File: src/rtl/audio_decim_fir_pkg.sv
// Shared definitions for the decimating audio low-pass FIR: Q10 coefficient ROM,
// dequantize helper and the sequencer state type.
package audio_decim_fir_pkg;

    localparam int Q10_FRAC_BITS = 10;
    localparam int LPF_TAPS      = 32;

    // Symmetric Q10 low-pass taps, all positive so every product floors consistently
    localparam int AUDIO_LPF_COEFFS [LPF_TAPS] = '{
         3,  5,  8, 12, 17, 23, 30, 38, 47, 56, 65, 73, 80, 85, 88, 90,
        90, 88, 85, 80, 73, 65, 56, 47, 38, 30, 23, 17, 12,  8,  5,  3
    };

    typedef enum logic [1:0] {
        FILL,
        MAC,
        WRITE
    } fir_state_e;

    function automatic logic signed [31:0] dequantize(input logic signed [31:0] prod);
        return prod >>> Q10_FRAC_BITS;
    endfunction

endpackage

File: src/rtl/audio_decim_fir.sv
// Decimating low-pass FIR: pops DECIM samples into the history, then runs one
// multiply-accumulate per cycle over all taps and pushes the result to the audio FIFO.
module audio_decim_fir
    import audio_decim_fir_pkg::*;
#(
    parameter int DATA_WIDTH = 32,
    parameter int TAPS       = 32,
    parameter int DECIM      = 8
) (
    input  logic                  clk,
    input  logic                  rst_n,
    input  logic [DATA_WIDTH-1:0] x_din,
    input  logic                  x_empty,
    output logic                  x_rd_en,
    output logic [DATA_WIDTH-1:0] y_dout,
    input  logic                  y_full,
    output logic                  y_wr_en
);

    localparam int CNT_W = (DECIM > 1) ? $clog2(DECIM) : 1;
    localparam int TAP_W = (TAPS > 1) ? $clog2(TAPS) : 1;

    fir_state_e                   state_q;
    logic [CNT_W-1:0]             cnt_q;
    logic [TAP_W-1:0]             tap_q;
    logic signed [DATA_WIDTH-1:0] acc_q;
    logic signed [DATA_WIDTH-1:0] acc_d;
    logic signed [DATA_WIDTH-1:0] shreg_q [TAPS];
    logic signed [31:0]           coef;
    logic signed [31:0]           prod;

    // Handshakes are gated by rst_n so nothing moves while reset is held
    always_comb begin
        x_rd_en = rst_n && (state_q == FILL) && !x_empty;
        y_wr_en = rst_n && (state_q == WRITE) && !y_full;
        y_dout  = y_wr_en ? acc_q : '0;
    end

    always_comb begin
        coef  = AUDIO_LPF_COEFFS[tap_q];
        prod  = coef * $signed(32'(shreg_q[tap_q]));
        acc_d = acc_q + DATA_WIDTH'(dequantize(prod));
    end

    always_ff @(posedge clk or negedge rst_n) begin
        if (!rst_n) begin
            state_q <= FILL;
            cnt_q   <= '0;
            tap_q   <= '0;
            acc_q   <= '0;
            for (int k = 0; k < TAPS; k++) begin
                shreg_q[k] <= '0;
            end
        end else begin
            case (state_q)
                FILL: begin
                    if (x_rd_en) begin
                        for (int k = TAPS - 1; k > 0; k--) begin
                            shreg_q[k] <= shreg_q[k-1];
                        end
                        shreg_q[0] <= x_din;
                        if (cnt_q == CNT_W'(DECIM - 1)) begin
                            cnt_q   <= '0;
                            acc_q   <= '0;
                            tap_q   <= '0;
                            state_q <= MAC;
                        end else begin
                            cnt_q <= cnt_q + 1'b1;
                        end
                    end
                end
                MAC: begin
                    acc_q <= acc_d;
                    if (tap_q == TAP_W'(TAPS - 1)) begin
                        tap_q   <= '0;
                        state_q <= WRITE;
                    end else begin
                        tap_q <= tap_q + 1'b1;
                    end
                end
                WRITE: begin
                    if (y_wr_en) begin
                        state_q <= FILL;
                    end
                end
                default: state_q <= FILL;
            endcase
        end
    end

endmodule

File: config.mk
export PLATFORM = sky130hd
export DESIGN_NAME = audio_decim_fir
export DESIGN_NICKNAME = d
export VERILOG_FILES = /design/src/rtl/audio_decim_fir_pkg.sv /design/src/rtl/audio_decim_fir.sv
export SDC_FILE = /design/constraint.sdc
export NUM_CORES = 2
export LEC_CHECK = 0
export BUFFER_PORTS_ARGS = -buffer_cell sky130_fd_sc_hd__buf_4
export CELL_PAD_IN_SITES_DETAIL_PLACEMENT = 1
export CELL_PAD_IN_SITES_GLOBAL_PLACEMENT = 2
export CORE_ASPECT_RATIO = 0.75
export CORE_MARGIN = 3
export CORE_UTILIZATION = 41
export CTS_CLUSTER_SIZE = 8
export DETAILED_ROUTE_END_ITERATION = 8
export PLACE_DENSITY_LB_ADDON = 0.1
export SYNTH_ARGS = -nofsm -noshare
export SYNTH_HDL_FRONTEND = slang
export SYNTH_SLANG_ARGS = --single-unit
File: constraint.sdc
create_clock -name clk -period 15.4 [get_ports clk]
set_input_delay 1.54 -clock clk [delete_from_list [all_inputs] [get_ports clk]]
set_output_delay 1.54 -clock clk [all_outputs]
set_load 0.03 [all_outputs]
==> run metrics <==
Remaining Overflow, GRT=0; Tmin final=12.10 ns; Starting Density=41.4%; CTS Buffer Depth=3; post-CTS setup repair buffer count=0; Total Wirelength=151 mm; EDFF count, synth=0; max_slew headroom=23.8%; DR top layer=met4; synth top area cells=dfrtp_1, nand2_1, mux4_2; CTS tree=built; largest net degree at the start of global routing=208; first-pass GRT wire length=250 mm; Die H=330 um; clk_lat worst skew=0.77 ns; share of cells above drive strength 1=10.8%; DIE WIDTH=438 um; Synth Area in Adders=9.55%; Post-DP HPWL=96.8 mm; Cell variety after synth=79; CTS Sinks=1066; Min-Delay Path Depth=2; Critical Path RT=16.09 ns; Num CTS Buffers=151; WS Path Type=register to register; count of port buffers added during placement=69; core area=138000 um2; Final Hold Viols=0; type of the most critical hold path=register to register; most frequent cells in the layout=nand2_1, dfrtp_1, mux4_2; post-synthesis compound-gate area fraction=2.72%; vias in the first global route=43982; per-cell routed wire length=19.1 um; mux cell area share after synthesis=12.7%; Synth top area share=46.5%; RSZ-0062 raised after global routing=no; Met3 Wirelength=4.27 mm; Worst Setup Start Kind=register; P&R area growth vs syn=10.6%; Via density=5.19; Routed Antenna Nets=0; routed length on met2=69.5 mm; biggest area consumer among synthesized cells=dfrtp_1; r2r worst-path depth=38; Max Fclk=0.0826 GHz; global placement routability congestion=0.769; Root Buffer=clkbuf_16; Max stage delay on crit path=0.97 ns; crit share post-route=78.6%; row cnt=118; Critical Path AT=12.79 ns; #FFs+latches synth=1066; Crit-path slowest cell=dfrtp_4; Non-Filler Instances=7936; Syn Inst Count=6120; io pins=70; actual slew at the worst max-slew pin=1.14 ns; die footprint=145000 um2; area of the multi-input gates=28500 um2; Mapped Nets=6517; met1 WL=74.2 mm; aggregate global-route resource usage=21.5%; FILL cells=15748; CP Capture Type=register; H-tree depth=4; Pins Over Slew Limit=0; post-cts sizing count=0; Placed Instances=7763; vias=41163; Synth Area in Simple Gates=23.7%; Reg area=26700 um2; Final Core Density=45.8%; antenna violations before repair=3; reg-to-reg startpoint=tap_q[1]; reg2reg end=acc_q[31]; endpoints failing setup=0; Post-CTS Hold Buffers=0; worst reg2reg setup slack=3.30 ns; First-pass DRT Iterations=5; largest family of logic cells by synthesized area=simple AND/OR/NAND/NOR gates; critical hold path startpoint=shreg_q[12]; setup total negative slack=0 ns; Seq/Total Area, Yosys=46.5%; Hold Path End=shreg_q[12]; average cell area after synthesis=9.38 um2; commonest non-fill, non-tap cell in the layout=nand2_1; post-route cell area=63500 um2; Mapped Area=57400 um2; status=complete, no violations; asr flop ratio synth=100%; max cap viols=0; dpl cell area=59400 um2; XOR/XNOR Fraction of Synth Area=0.981%; DRC=0; final net count=6453; Synth Flop Type=dfrtp_1; initial drt markers=2673; Worst-path clk slew=0.05 ns; worst-path fanout max=37; Setup Skew=0.0187 ns; Synth warnings=0
[registers in the layout (all words and copies together), names as in the netlist]
signal,flops
cnt_q,3
tap_q,5
state_q,2
shreg_q,1024
acc_q,32
[cell type report]
class | instances | area share [%]
Inverter | 201 | 1.21
Tap cell | 1860 | 3.67
Clock buffer | 159 | 6.07
Sequential cell | 1066 | 42.1
Antenna cell | 1 | 0.00394
Clock inverter | 13 | 0.325
Timing Repair Buffer | 124 | 1.70
Multi-Input combinational cell | 4512 | 45.0
[worst max path at each step]
| stage | from | to | slack (ns) |
|---|---|---|---|
| 3_5_place_dp | tap_q[1] | acc_q[31] | 3.24 |
| 4_1_cts | tap_q[1] | acc_q[31] | 3.20 |
| 3_3_place_gp | tap_q[1] | acc_q[31] | 3.41 |
| 6_report | tap_q[1] | acc_q[31] | 3.30 |
| 2_1_floorplan | tap_q[1] | acc_q[31] | 4.52 |
| 5_1_grt | tap_q[1] | acc_q[31] | 2.33 |
[cell usage after synthesis, drive strengths merged (4+ instances only)]
| cell | number |
|---|---|
| nor2b | 23 |
| and2 | 56 |
| ha | 233 |
| a22oi | 7 |
| dfrtp | 1066 |
| or2 | 23 |
| a22o | 10 |
| nand3 | 13 |
| clkbuf | 278 |
| a21oi | 55 |
| o211ai | 7 |
| or3 | 7 |
| nor2 | 108 |
| a311oi | 6 |
| o2111ai | 8 |
| mux2 | 17 |
| nor3 | 12 |
| fa | 128 |
| xor2 | 23 |
| buf | 63 |
| mux2i | 42 |
| mux4 | 295 |
| o22ai | 5 |
| xnor2 | 36 |
| inv | 200 |
| o21a | 12 |
| nand2 | 3227 |
| nand2b | 17 |
| nand4 | 4 |
| nand3b | 8 |
| o21ai | 57 |
| a21o | 21 |
| a21boi | 6 |
[cells by family (layout without fill, tap and decap cells)]
group	Yosys count	after routing
adder cells (fa/ha/maj)	361	361
other	0	1
AND/OR/NAND/NOR	3509	3509
AO/OA/AOI/OAI	228	228
XOR/XNOR	60	60
multiplexers	354	354
buffers and inverters	542	497
flip-flops	1066	1066
[metrics by stage]
step	hold WS [ns]	worst slack (ns)
after detailed placement	0.460	3.24
after global routing	0.501	2.33
after CTS	0.472	3.20
after floorplan	0.441	4.52
final	0.468	3.30
after global placement	0.453	3.41
[critical path: cells and delay by family, from the launching register on]
family          cells  cell delay, ns
compound gates     11            2.18
buf+inv             5            0.89
mux                 3            1.78
simple gates        7            1.77
flops               1            0.97
fa+ha+maj          10            3.86
xor+xnor            2            0.48
[layer usage]
| layer | vias up | track usage (%) |
|---|---|---|
| li1 | 19454 | - |
| met1 | 21116 | 31.4 |
| met2 | 403 | 33.6 |
| met3 | 190 | 3.08 |
| met4 | 0 | 5.96 |
| met5 | - | 0 |
Power is not shown: default switching activity piles up to over one toggle a cycle in this logic, so the estimate is an artifact.
